[src/rtl/fifo_rd_stream_pkg.sv]
// fifo_rd_stream_pkg: shared FIFO geometry, output buffer depth and pointer helper
package fifo_rd_stream_pkg;
    localparam int FIFO_WIDTH = 8;
    localparam int FIFO_DEPTH = 16;
    localparam int FIFO_PTR   = 4;
    localparam int BUF_DEPTH  = 3;
    function automatic logic [1:0] ptr_inc(input logic [1:0] p);
        return (p == 2'(BUF_DEPTH - 1)) ? 2'd0 : p + 2'd1;
    endfunction
endpackage

[src/rtl/stream_buf3.sv]
// stream_buf3: 3-entry circular byte buffer with push/pop, occupancy and head
module stream_buf3
    import fifo_rd_stream_pkg::*;
#(
    parameter int WIDTH = FIFO_WIDTH
) (
    input  logic             clk,
    input  logic             reset,
    input  logic             push,
    input  logic [WIDTH-1:0] din,
    input  logic             pop,
    output logic [1:0]       occ,
    output logic [WIDTH-1:0] head
);
    logic [WIDTH-1:0] mem [BUF_DEPTH];
    logic [1:0]       wr_ptr;
    logic [1:0]       rd_ptr;
    logic [2:0]       occ_sum;
    assign occ_sum = {1'b0, occ} + {2'b0, push} - {2'b0, pop};
    assign head    = (occ != 2'd0) ? mem[rd_ptr] : '0;
    // storage is never cleared; an empty buffer presents zero on head
    always_ff @(posedge clk)
        if (push) mem[wr_ptr] <= din;
    // pointer and occupancy tracking; the issue rule upstream keeps occ within 0..3
    always_ff @(posedge clk)
        if (reset) begin
            wr_ptr <= 2'd0;
            rd_ptr <= 2'd0;
            occ    <= 2'd0;
        end else begin
            assert (occ_sum <= 3'd3);
            if (push) wr_ptr <= ptr_inc(wr_ptr);
            if (pop) rd_ptr <= ptr_inc(rd_ptr);
            occ <= occ_sum[1:0];
        end
endmodule

[src/rtl/fifo_rd_stream.sv]
// fifo_rd_stream: drains the FIFO read port into a buffered valid/ready byte stream
module fifo_rd_stream
    import fifo_rd_stream_pkg::*;
#(
    parameter int WIDTH = FIFO_WIDTH,
    parameter int CNT_W = 16
) (
    input  logic             clk,
    input  logic             reset,
    input  logic             fifo_rdempty,
    input  logic [WIDTH-1:0] fifo_dataout,
    output logic             fifo_rden,
    output logic             out_valid,
    output logic [WIDTH-1:0] out_data,
    input  logic             out_ready,
    output logic [CNT_W-1:0] xfer_cnt,
    output logic [1:0]       buf_occ
);
    logic       inflight;
    logic       pop;
    logic [1:0] occ;
    assign fifo_rden = !reset && !fifo_rdempty && (({1'b0, occ} + {2'b0, inflight}) < 3'(BUF_DEPTH));
    assign out_valid = occ != 2'd0;
    assign pop       = out_valid && out_ready;
    assign buf_occ   = occ;
    // a read issued this cycle returns data next cycle
    always_ff @(posedge clk)
        inflight <= reset ? 1'b0 : fifo_rden;
    // completed-transfer counter, wraps freely
    always_ff @(posedge clk)
        if (reset) xfer_cnt <= '0;
        else if (pop) xfer_cnt <= xfer_cnt + CNT_W'(1);
    stream_buf3 #(.WIDTH(WIDTH)) u_buf (
        .clk   (clk),
        .reset (reset),
        .push  (inflight),
        .din   (fifo_dataout),
        .pop   (pop),
        .occ   (occ),
        .head  (out_data)
    );
endmodule

[config.mk]
export PLATFORM = sky130hd
export DESIGN_NAME = fifo_rd_stream
export DESIGN_NICKNAME = d
export VERILOG_FILES = /design/src/rtl/fifo_rd_stream_pkg.sv /design/src/rtl/stream_buf3.sv /design/src/rtl/fifo_rd_stream.sv
export SDC_FILE = /design/constraint.sdc
export NUM_CORES = 1
export LEC_CHECK = 0
export CAP_MARGIN = 20
export CORE_UTILIZATION = 54
export CTS_CLUSTER_SIZE = 24
export DETAILED_ROUTE_END_ITERATION = 10
export GPL_ROUTABILITY_DRIVEN = 0
export GPL_TIMING_DRIVEN = 0
export HOLD_SLACK_MARGIN = 0.02
export PLACE_DENSITY = 0.84
export SETUP_SLACK_MARGIN = 0.3
export SLEW_MARGIN = 30
export SYNTH_ARGS = -nofsm -noshare
export SYNTH_HDL_FRONTEND = slang
export SYNTH_SLANG_ARGS = --single-unit
[constraint.sdc]
create_clock -name clk -period 4.2 [get_ports clk]
set_clock_uncertainty 0.15 [all_clocks]
set_input_delay 0.84 -clock clk [delete_from_list [all_inputs] [get_ports clk]]
set_output_delay 0.84 -clock clk [all_outputs]
set_load 0.05 [all_outputs]
; ---- Word level (Yosys, flattened, before mapping)
; Memory sizes are Yosys's and may differ from the RTL's. A register that Yosys moved wholly into a read port is not among the register bits.
; Index checks and enable logic that the tools add are counted.
[totals]
input_bits = 12
word_cells = 27
output_inout_bits = 28
mem_count = 1
register_bits = 23
ramBits = 24
[mem_list]
columns = memory, words, word_bits, rd, rd_ports_with_merged_regs, wr, line_no
row1 = u_buf.mem, 3, 8, 1, 1, 1, stream_buf3.sv:15  ; logic [WIDTH-1:0] mem [BUF_DEPTH];
[classes]
n_reduce_logical = 6
addsub = 5
order_cmp = 1
eq_ne = 2
mux = 7
[ops]
columns = op, count
row1 = $add 16x1->16 const B, 1
row2 = $mux 2, 4
row3 = $mux 8, 1
row4 = $add 2x1->2 const B, 2
row5 = $eq 2x2->1 const B, 2
row6 = $add 2x1->3, 1
row7 = $logic_and 1x1->1, 3
row8 = $lt 3x2->1 const B, 1
row9 = $logic_not 1->1, 2
row10 = $mux 1, 2
row11 = $reduce_bool 2->1, 1
row12 = $sub 2x1->2, 1

; ---- Depth between registers and ports, before layout
; Gate-level depths: netlist (run 1).
[logic_depth]
ltp_word = 4
depth_mapped = 5
depth_no_buf = 5

; ---- Hierarchy
; A second synthesis (run 1) with hierarchy kept.
[unflattened]
cells_unflattened = 172
area_unflattened_um2 = 2125.8
[by_module_without_submodules]
columns = module, seq_area_each_um2, n_inst, area_each_um2, cells_each
row1 = stream_buf3, 880.8, 1, 1255.0, 80
row2 = fifo_rd_stream, 340.3, 1, 870.8, 92

; ---- Least setup slack after synthesis (run 1)
; No wires, ideal clock.
[synth_path]
path_kind = register to output
start = register u_buf.occ[0]
end = output fifo_rden
path_buffers = 0
path_slack_ps = -414
required_time_ps = 3210
t_arrival_ps = 3624
path_stages_with_launch = 4
cell_sequence = dfxtp_1 -> ha_1 -> ha_1 -> a2111oi_0
[synth_via]
elab_chain_cells = 3
[synth_rtl]
columns = item, line_no
row1 = start: declaration, stream_buf3.sv:12  ; output logic [1:0] occ,
row2 = start signal: assignment, stream_buf3.sv:34  ; occ <= occ_sum[1:0];
row3 = $add 2x1->3, --
row4 = $lt 3x2->1, fifo_rd_stream.sv:22  ; assign fifo_rden = !reset && !fifo_rdempty && (({1'b0, occ} + {2'b0, inflight}) < 3'(BUF_DEPTH));
row5 = $logic_and 1x1->1, fifo_rd_stream.sv:22
row6 = end: declaration, fifo_rd_stream.sv:12  ; output logic fifo_rden,
; Every way passes these cells.

; ---- Final worst setup path (run 1)
; Ends and elaborated chain as after synthesis.

==> results.md, run 1 <==
- Slowest-stage cell, CP: clkdlybuf4s50_1
- Vias per cell: approximately 5.4
- # DRC: 0
- Synthesis-to-finish area growth: 26.08%
- Clock Tree Root: clkbuf_4
- Critical Path Max Stage Delay: 0.87 ns
- Post-Syn Instances: 177
- CTS tree: built
- Multi-input logic area: 715.7 um^2
- Synth area leader: edfxtp_1
- Share of the synthesized area in the top cell type: 36.64%
- Worst path buffer plus inverter count: 1
- Number of global-route vias before repair: around 1400
- Fill count: 249
- Crit end category: primary output
- Antenna Cells: 0
- Initial Utilization: 57.58%
- Register area: 0.001221 mm^2
- CTS H-tree depth: 2
- Clock buffer count from CTS: 5
- CP Launch Type: register
- Min-delay src: xfer_cnt[15]$_SDFFE_PP0P_
- Final Hold Fails: 0
- Fmax: ~290 MHz
- Hold_buf cts: 0
- Tcrit/Tclk final: 82.70%
- Die area: 0.003888 mm^2
- Worst EP required: 3.21 ns
- Crit path launch: u_buf.occ[0]$_SDFF_PP0_
- TNS Setup: 0 ns
- Worst path cell trace: ha_1 > ha_1 > a2111oi_2 > clkdlybuf4s50_1
- Sequential share of power: 43.3%
- Largest net degree at the start of global routing: 17
- Yosys reg bits: 49
- Max clock buf depth: 2
- Worst hold slack: roughly 0.36 ns
- Post-synth EDFFs: 24
- Max Cap Viol: 0
- CP max FO: 5
- Wire per inst: about 14 um
- Cell mode on critical path: ha_1
- CTS resizes: 0
- Status: finished clean
- Initial antenna violation count: 0
- Measured slew at the worst slew-check pin: approximately 0.75 ns
- Worst slew margin: 49.90%
- First-pass GRT wire length: 6203 um
- IO Port Bufs: 38
- Yosys warns: 0
- Register area share after synthesis: 62.09%
- Tmin final: 3.473 ns
- Nets: roughly 240
- Drt initial violations: 55
- Worst min path class: reg2reg
- Post-synth cell types: 30
- Clock share of power: 16.5%
- Slew Viols, Final: 0
- CTS Sinks: between 40 and 50
- Layout cells sized above 1: around 6.3%
- Die Y: 62.35 um
- Comb power frac: 40.2%
- Ys async rst share: 0%
- Worst r2r src: u_buf.occ[0]$_SDFF_PP0_
- 1st-pass router iterations: 4
- Post-CTS Repair Setup Buffers: 0
- Sw Ratio: 40.40%
- WS Path Type: reg2out
- Gr ovfl total: 0
- R2R Setup Slk: 2.29 ns
- Final WL: between 3000 and 4000 um
- Primary FF master, synth: dfxtp_1
- Avg Inst Size Synth: approximately 11 um^2
- Int Pwr: ~800 uW
- Leakage: roughly 0.84 nW
- Syn nets: 193
- Via count: 1440
- I/O pins: 40
- Final setup vio count: 0
- Clock Latency Late Sink: ~0.37 ns
- Final ANT Viol Nets: 0
- Max IR drop VDD: 226.3 uV
- Synth Cell Area: 0.001967 mm^2
- RSZ-0062 raised after global routing: false
- Pwr/cell area: 528.7 mW/mm^2
- Ranking of synthesized cells by area: edfxtp_1 37%, dfxtp_1 25%, nor2_1 6.7%, a21oi_1 4.3%, mux2i_1 4.1%
- P_sw: between 500 and 600 uW
- Worst EP arrival: 2.48 ns
- Tot GR Track Use: 20.97%
- Num rows: 21
- Hpwl dp: 2747 um
- Die Span X: 62.35 um
- Clock transition at the registers of the reported paths: 0.13 ns
- Largest delay share family, worst path: buffers and inverters
- Core region area: 0.003416 mm^2
-- flip-flops by register name, summed over array words and instances (netlist names), named ones only --
name          flops
inflight          1
u_buf.wr_ptr      2
u_buf.mem        24
u_buf.occ         2
u_buf.rd_ptr      2
xfer_cnt         16
-- kinds of logic (layout without fill, tap and decap cells) --
family                   Yosys count  after routing  share of synthesized area (%)
multiplexers                       8              8                          4.071
flip-flops                        49             49                          62.09
AND/OR/NAND/NOR                   67             67                          16.03
XOR/XNOR                          11             11                          4.898
AO/OA/AOI/OAI                     26             26                          8.015
adder cells (fa/ha/maj)            4              4                          2.545
buffers and inverters             12             58                          2.353
-- worst min-delay path, cell delays in order, from the launching register on --
cell,delay (ns)
dfxtp_1,0.35
o31ai_1,0.06
a21oi_1,0.06
-- Yosys cell counts (2+ instances only) --
cell type   n
nand4_1     3
o31ai_1     3
dfxtp_1    25
nor3b_1     2
inv_1       4
edfxtp_1   24
nand3_1     6
nor2_1     35
clkbuf_1    6
nor3_1      4
a21oi_1    17
mux2i_1     8
a2111oi_0   2
xnor2_1     6
xor2_1      5
or4_1       3
and4_1      2
nand2_1     7
ha_1        4
-- power by group through the flow --
stage / Sequential [mW] / Clock, mW / Combinational (mW)
finish: 0.568 / 0.217 / 0.527
CTS: 0.569 / 0.223 / 0.530
global route: 0.573 / 0.236 / 0.559
floorplan: 0.620 / 0 / 0.322
detailed placement: 0.580 / 0 / 0.529
global placement: 0.577 / 0 / 0.517
-- layout by cell type, fill, tap and decap left out, drive strengths merged, types with 2 or more instances in the layout --
master,n
a2111oi,2
a21oi,17
and4,2
clkbuf,11
clkdlybuf4s50,38
dfxtp,25
edfxtp,24
ha,4
inv,6
mux2i,8
nand2,7
nand3,6
nand4,3
nor2,35
nor3,4
nor3b,2
o21ai,2
o31ai,3
or4,3
xnor2,6
xor2,5
-- final cells by class --
cell class,count,share of cell area (%)
flip-flops and latches,49,49.24
clock inverters,3,0.8577
well taps,46,2.321
clock buffers,5,1.514
plain buffers,7,1.110
repair buffers,38,15.34
multi-input cells,116,28.86
inverters,5,0.7568
-- through the flow --
stage	util (%)	setup slack [ns]	std cells	power [mW]	instance area (um^2)
5_1_grt	72.60	0.5784	269	1.367	2480
3_3_place_gp	70.59	0.7718	261	1.094	2411
4_1_cts	72.60	0.6962	269	1.321	2480
2_1_floorplan	-	0.9578	177	0.9413	1973
6_report	72.60	0.7265	269	1.311	2480
3_5_place_dp	70.88	0.7719	261	1.109	2421
-- layer usage --
metal	track usage [%]	routed length (um)
met5	0	0
met4	9.302	61
met3	6.250	169
met2	37.23	1997
met1	23.05	1549
-- final timing paths --
path                               endpoint  cells past startpoint
hold reg to reg   xfer_cnt[15]$_SDFFE_PP0P_                      2
setup / recovery                  fifo_rden                      4
hold / removal    xfer_cnt[15]$_SDFFE_PP0P_                      2
setup reg to reg  xfer_cnt[15]$_SDFFE_PP0P_                      5
(Power assumes the default switching activity.)
==> run 2, diff against run 1 <==
- CORE_UTILIZATION: 54 -> 50
- PLACE_DENSITY: 0.84 -> 0.79
- clock period: 4.2 -> 3.4 ns (I/O delays scaled with it)
==> results.md, run 2 (synthesis gave the netlist of run 1 again) <==
- Die area: 0.004189 mm^2 (+7.7%)
- Commonest non-fill, non-tap cell in the layout: nor2_1
- Fmax: 341.7 MHz
- Gr ovfl total: 0 (unchanged)
- Antenna Cells: 0 (unchanged)
- CP max FO: 5 (unchanged)
- Leakage: 0.8872 nW (+6.1%)
- Worst setup margin: 0.4739 ns (-0.2527 ns)
- Total chip power: 1.676 mW (+28%)
- Worst min path class: reg2reg
- Clock Tree Root: clkbuf_8
- TNS Setup: 0 ns (unchanged)
- IO Port Bufs: 38 (unchanged)
- Post-placement cell area: 0.002424 mm^2 (+0.10%)
- Tmin final: a little under 3 ns
- Worst EP required: 2.57 ns (-0.64 ns)
- Largest registers: u_buf.mem (24), xfer_cnt (16)
- Status: finished clean
- Largest delay share family, worst path: buffers and inverters
- CTS tree: built
- First-pass GRT wire length: 6768 um (+9.1%)
- Measured slew at the worst slew-check pin: 0.7547 ns (+0.006466 ns)
- Synthesis-to-finish area growth: 27.29%
- Num rows: 22 (+4.8%)
- Final Util: 67.37% (-5.2 points)
- Worst path buffer plus inverter count: 1 (unchanged)
- Die Y: 64.72 um (+3.8%)
- Clock Latency Late Sink: 0.31 ns (-0.06 ns)
- Max FFs per register: 24 (unchanged)
- Most flops, register: u_buf.mem
- WS Path Type: reg2out
- Tcrit/Tclk final: 86.06%
- Initial antenna violation count: 0 (unchanged)
- Critical Path Max Stage Delay: 0.57 ns (-0.30 ns)
- 1st-pass router iterations: 4 (unchanged)
- RSZ-0062 raised after global routing: false
- Largest net degree at the start of global routing: 17 (unchanged)
- Worst slew margin: 49.46% (-0.43 points)
- Max Cap Viol: 0 (unchanged)
- Hold_buf cts: 0 (unchanged)
- Hpwl dp: 2772 um (+0.89%)
- CTS Sinks: 49 (unchanged)
- Vias per cell: 5.332 (-0.39%)
- Initial Utilization: 52.93% (-4.7 points)
- Pwr/cell area: 669.4 mW/mm^2 (+27%)
- Number of global-route vias before repair: 1454 (+2.7%)
- Core region area: 0.003716 mm^2 (+8.8%)
- CP Launch Type: register
- Tot GR Track Use: 21.42% (+0.44 points)
- # DRC: 0 (unchanged)
- Worst EP arrival: 2.10 ns (-0.38 ns)
- Fill count: 295 (+18%)
- Final setup vio count: 0 (unchanged)
- Most frequent cells in the layout: 35 x nor2_1, 29 x clkdlybuf4s50_1, 25 x dfxtp_1
- Max IR drop VDD: 367.2 uV (+62%)
- Max clock buf depth: 2 (unchanged)
- Drt initial violations: 50 (-9.1%)
- Clock transition at the registers of the reported paths: 0.09 ns (-0.04 ns)
- Final Hold Fails: 0 (unchanged)
- Post-Place Worst Slack: 0.2954 ns (-0.4765 ns)
- Layout cells sized above 1: 6.726% (+0.45 points)
- Wire per inst: 14.49 um (+3.2%)
- Slew Viols, Final: 0 (unchanged)
- Worst path cell trace: ha_1 > ha_1 > a2111oi_2 > dlygate4sd2_1
- Final WL: 3926 um (+3.9%)
- I/O pins: 40 (unchanged)
- Design Area, Final: 0.002504 mm^2 (+0.96%)
- Cell mode on critical path: ha_1
- Clock buffer count from CTS: 5 (unchanged)
- Slowest-stage cell, CP: dlygate4sd2_1
- Crit end category: primary output
- Die Span X: 64.72 um (+3.8%)
- Via count: 1445 (+0.35%)
- Final ANT Viol Nets: 0 (unchanged)
- Nets: 238 (unchanged)
- CTS H-tree depth: 2 (unchanged)
run 2: changes by cell type in the layout (fill, tap and decap cells not counted):
cell / before / now
clkdlybuf4s50_1: 38 / 29
dlygate4sd2_1: 0 / 9
clkbuf_4: 5 / 0
clkbuf_8: 0 / 5
clkbuf_1: 6 / 5
clkbuf_2: 0 / 1
run 2: path summary, 6_finish.rpt:
| path | to | slack (ns) | depth (start not counted) | start |
|---|---|---|---|---|
| max reg2reg | xfer_cnt[15]$_SDFFE_PP0P_ | 1.50 | 5 | u_buf.occ[0]$_SDFF_PP0_ |
| min reg2reg | xfer_cnt[15]$_SDFFE_PP0P_ | 0.34 | 2 | xfer_cnt[15]$_SDFFE_PP0P_ |
| max | fifo_rden | 0.47 | 4 | u_buf.occ[0]$_SDFF_PP0_ |
| min | xfer_cnt[15]$_SDFFE_PP0P_ | 0.34 | 2 | xfer_cnt[15]$_SDFFE_PP0P_ |
run 2: tightest hold or removal path, delay by kind of cell (launching register included):
family         cells  cell delay, ns
flip-flops         1            0.33
AO/OA/AOI/OAI      2            0.12
run 2: area by class of cell:
class	instances	area [um^2]	area share (%)
Sequential cell	49	1221	48.78
Multi-Input combinational cell	116	715.7	28.59
Timing Repair Buffer	38	369.1	14.74
Clock buffer	5	68.82	2.749
Tap cell	48	60.06	2.399
Buffer	7	28.78	1.149
Clock inverter	3	21.27	0.8496
Inverter	5	18.77	0.7496
run 2: power by group:
part / internal [mW] / switching (mW) / total (mW)
sequential: 0.665 / 0.0384 / 0.703
clock: 0.146 / 0.198 / 0.344
combinational: 0.188 / 0.441 / 0.629
run 2: metal layers:
metal / global-route usage, % / up-vias / routed length, um
li1: - / 723 / -
met1: 27.47 / 684 / 1791
met2: 35.42 / 32 / 1920
met3: 5.634 / 6 / 168
met4: 6.111 / 0 / 46
met5: 0 / - / 0
run 2: stage by stage:
step	cells	hold slack [ns]
CTS	271	0.3424
global placement	263	0.3129
detailed placement	263	0.3226
floorplan	177	0.3461
global route	271	0.3711
finish	271	0.3412
run 2: repair_timing:
| action | 4_1_cts | 5_1_grt |
|---|---|---|
| setup endpoints to repair | 9 | 0 |
| buffers inserted | 0 | 0 |
| gates resized for setup | 10 | 0 |
==> run 3, diff against run 2 <==
- HOLD_SLACK_MARGIN: 0.02 -> 0.05
- RECOVER_POWER: unset -> 100
==> results.md, run 3 (synthesis gave the netlist of run 1 again) <==
- Status: finished clean
- Most flops, register: u_buf.mem
- R2R Setup Slk: 0.92 ns (-0.58 ns)
- CP max FO: 5 (unchanged)
- Layout cells sized above 1: 4.036% (-2.7 points)
- Placed insts: 263 (unchanged)
- Slowest-stage cell, CP: dlygate4sd2_1
- Initial Utilization: 52.93% (unchanged)
- Measured slew at the worst slew-check pin: 1.395 ns (+0.6400 ns)
- Core region area: 0.003716 mm^2 (unchanged)
- Leakage: 0.9434 nW (+6.3%)
- Nets: 238 (unchanged)
- Worst min path class: reg2reg
- Die Y: 64.72 um (unchanged)
- IO Port Bufs: 38 (unchanged)
- Fmax: 336.8 MHz (-1.4%)
- Hpwl dp: 2772 um (unchanged)
- Initial antenna violation count: 0 (unchanged)
- Max Cap Viol: 0 (unchanged)
- Max IR drop VDD: 345.3 uV (-6.0%)
- Worst slew margin: 6.818% (-43 points)
- Cell mode on critical path: ha_1
- Clock buffer count from CTS: 5 (unchanged)
- TNS Setup: 0 ns (unchanged)
- Most frequent cells in the layout: 35 x nor2_1, 28 x dlygate4sd3_1, 25 x dfxtp_1
- Final Hold Fails: 0 (unchanged)
- Uppermost routed layer: met4
- Final WL: 3885 um (-1.0%)
- CTS H-tree depth: 2 (unchanged)
- Crit end category: primary output
- Worst EP required: 2.57 ns (about the same)
- Routed wl met3: 164 um (-2.4%)
- 1st-pass router iterations: 4 (unchanged)
- I/O pins: 40 (unchanged)
- Worst path cell trace: ha_1 > ha_1 > a2111oi_0 > dlygate4sd2_1
- WS Path Type: reg2out
- Max clock buf depth: 2 (unchanged)
- CP Launch Type: register
- Worst hold slack: 0.3382 ns (-0.003041 ns)
- Via count: 1435 (-0.69%)
- Met2 routed WL: 1915 um (-0.26%)
- Drt initial violations: 48 (-4.0%)
- Pwr/cell area: 663.8 mW/mm^2 (-0.83%)
- Die Span X: 64.72 um (unchanged)
- CTS Sinks: 49 (unchanged)
- Num rows: 22 (unchanged)
- Vias per cell: 5.295 (-0.69%)
- # DRC: 0 (unchanged)
- First-pass GRT wire length: 6768 um (unchanged)
- Tcrit/Tclk final: 87.32% (+1.3 points)
- Largest net degree at the start of global routing: 17 (unchanged)
- Worst EP arrival: 2.14 ns (+0.04 ns)
- Slew Viols, Final: 0 (unchanged)
- Tot GR Track Use: 21.42% (unchanged)
- Final Util: 66.80% (-0.57 points)
- Clock transition at the registers of the reported paths: 0.09 ns (about the same)
- Final setup vio count: 0 (unchanged)
- Layout Cells excl Fill: 271 (unchanged)
- RSZ-0062 raised after global routing: false
- Design Area, Final: 0.002482 mm^2 (-0.85%)
- Wire length on met1: 1772 um (-1.1%)
- Clock Tree Root: clkbuf_8
- Number of global-route vias before repair: 1454 (unchanged)
- Max FFs per register: 24 (unchanged)
- Clock Latency Late Sink: 0.30 ns (about the same)
- CTS tree: built
- Post-placement cell area: 0.002424 mm^2 (unchanged)
- Gr ovfl total: 0 (unchanged)
- Synthesis-to-finish area growth: 26.21%
- Wire per inst: 14.34 um (-1.0%)
- Antenna Cells: 0 (unchanged)
- Critical Path Max Stage Delay: 0.58 ns (about the same)
- Final ANT Viol Nets: 0 (unchanged)
- Die area: 0.004189 mm^2 (unchanged)
- Tmin final: 2.969 ns (+0.04283 ns)
- Largest registers: u_buf.mem (24), xfer_cnt (16)
- Commonest non-fill, non-tap cell in the layout: nor2_1
[run 3: final timing paths]
kind	from	end	depth (start not counted)
max	u_buf.occ[0]$_SDFF_PP0_	fifo_rden	4
min	xfer_cnt[15]$_SDFFE_PP0P_	xfer_cnt[15]$_SDFFE_PP0P_	2
max reg2reg	u_buf.occ[0]$_SDFF_PP0_	u_buf.occ[1]$_SDFF_PP0_	5
min reg2reg	xfer_cnt[15]$_SDFFE_PP0P_	xfer_cnt[15]$_SDFFE_PP0P_	2
[run 3: timing repair]
item | 4_1_cts | 5_1_grt
setup endpoints to repair | 9 | 0
setup buffers | 0 | 0
gates resized for setup | 10 | 0
hold buffers | 0 | 0
[run 3: power by group]
part           total [mW]  internal (mW)  switching (mW)
registers           0.700          0.665          0.0355
clock network       0.342          0.146           0.196
logic               0.606          0.172           0.434
[run 3: area by class of cell]
class / instances / area, um^2
Buffer: 7 / 27.53
Clock inverter: 3 / 21.27
Inverter: 5 / 18.77
Tap cell: 48 / 60.06
Timing Repair Buffer: 38 / 369.1
Clock buffer: 5 / 68.82
Sequential cell: 49 / 1221
Fill cell: 299 / 1234
Multi-Input combinational cell: 116 / 695.7
[run 3: routing by layer]
metal  vias to the layer above  GRT usage [%]
met5                         -              0
met4                         0          6.111
met3                         5          5.634
met2                        35          35.42
met1                       672          27.47
li1                        723              -
[run 3: worst max-delay path, delay by kind of cell, from the launching register on]
kind                       cells  cell delay [ns]
buffers and inverters          1             0.58
adders and majority gates      2             0.52
AOI/OAI and AO/OA              1             0.37
DFF                            1             0.36
[run 3: per-stage QoR]
step | setup WS [ns] | total power, mW
5_1_grt | 0.2901 | 1.736
4_1_cts | 0.4478 | 1.687
6_report | 0.4310 | 1.648
3_5_place_dp | 0.2954 | 1.376
2_1_floorplan | 0.3178 | 1.163
3_3_place_gp | 0.3222 | 1.353
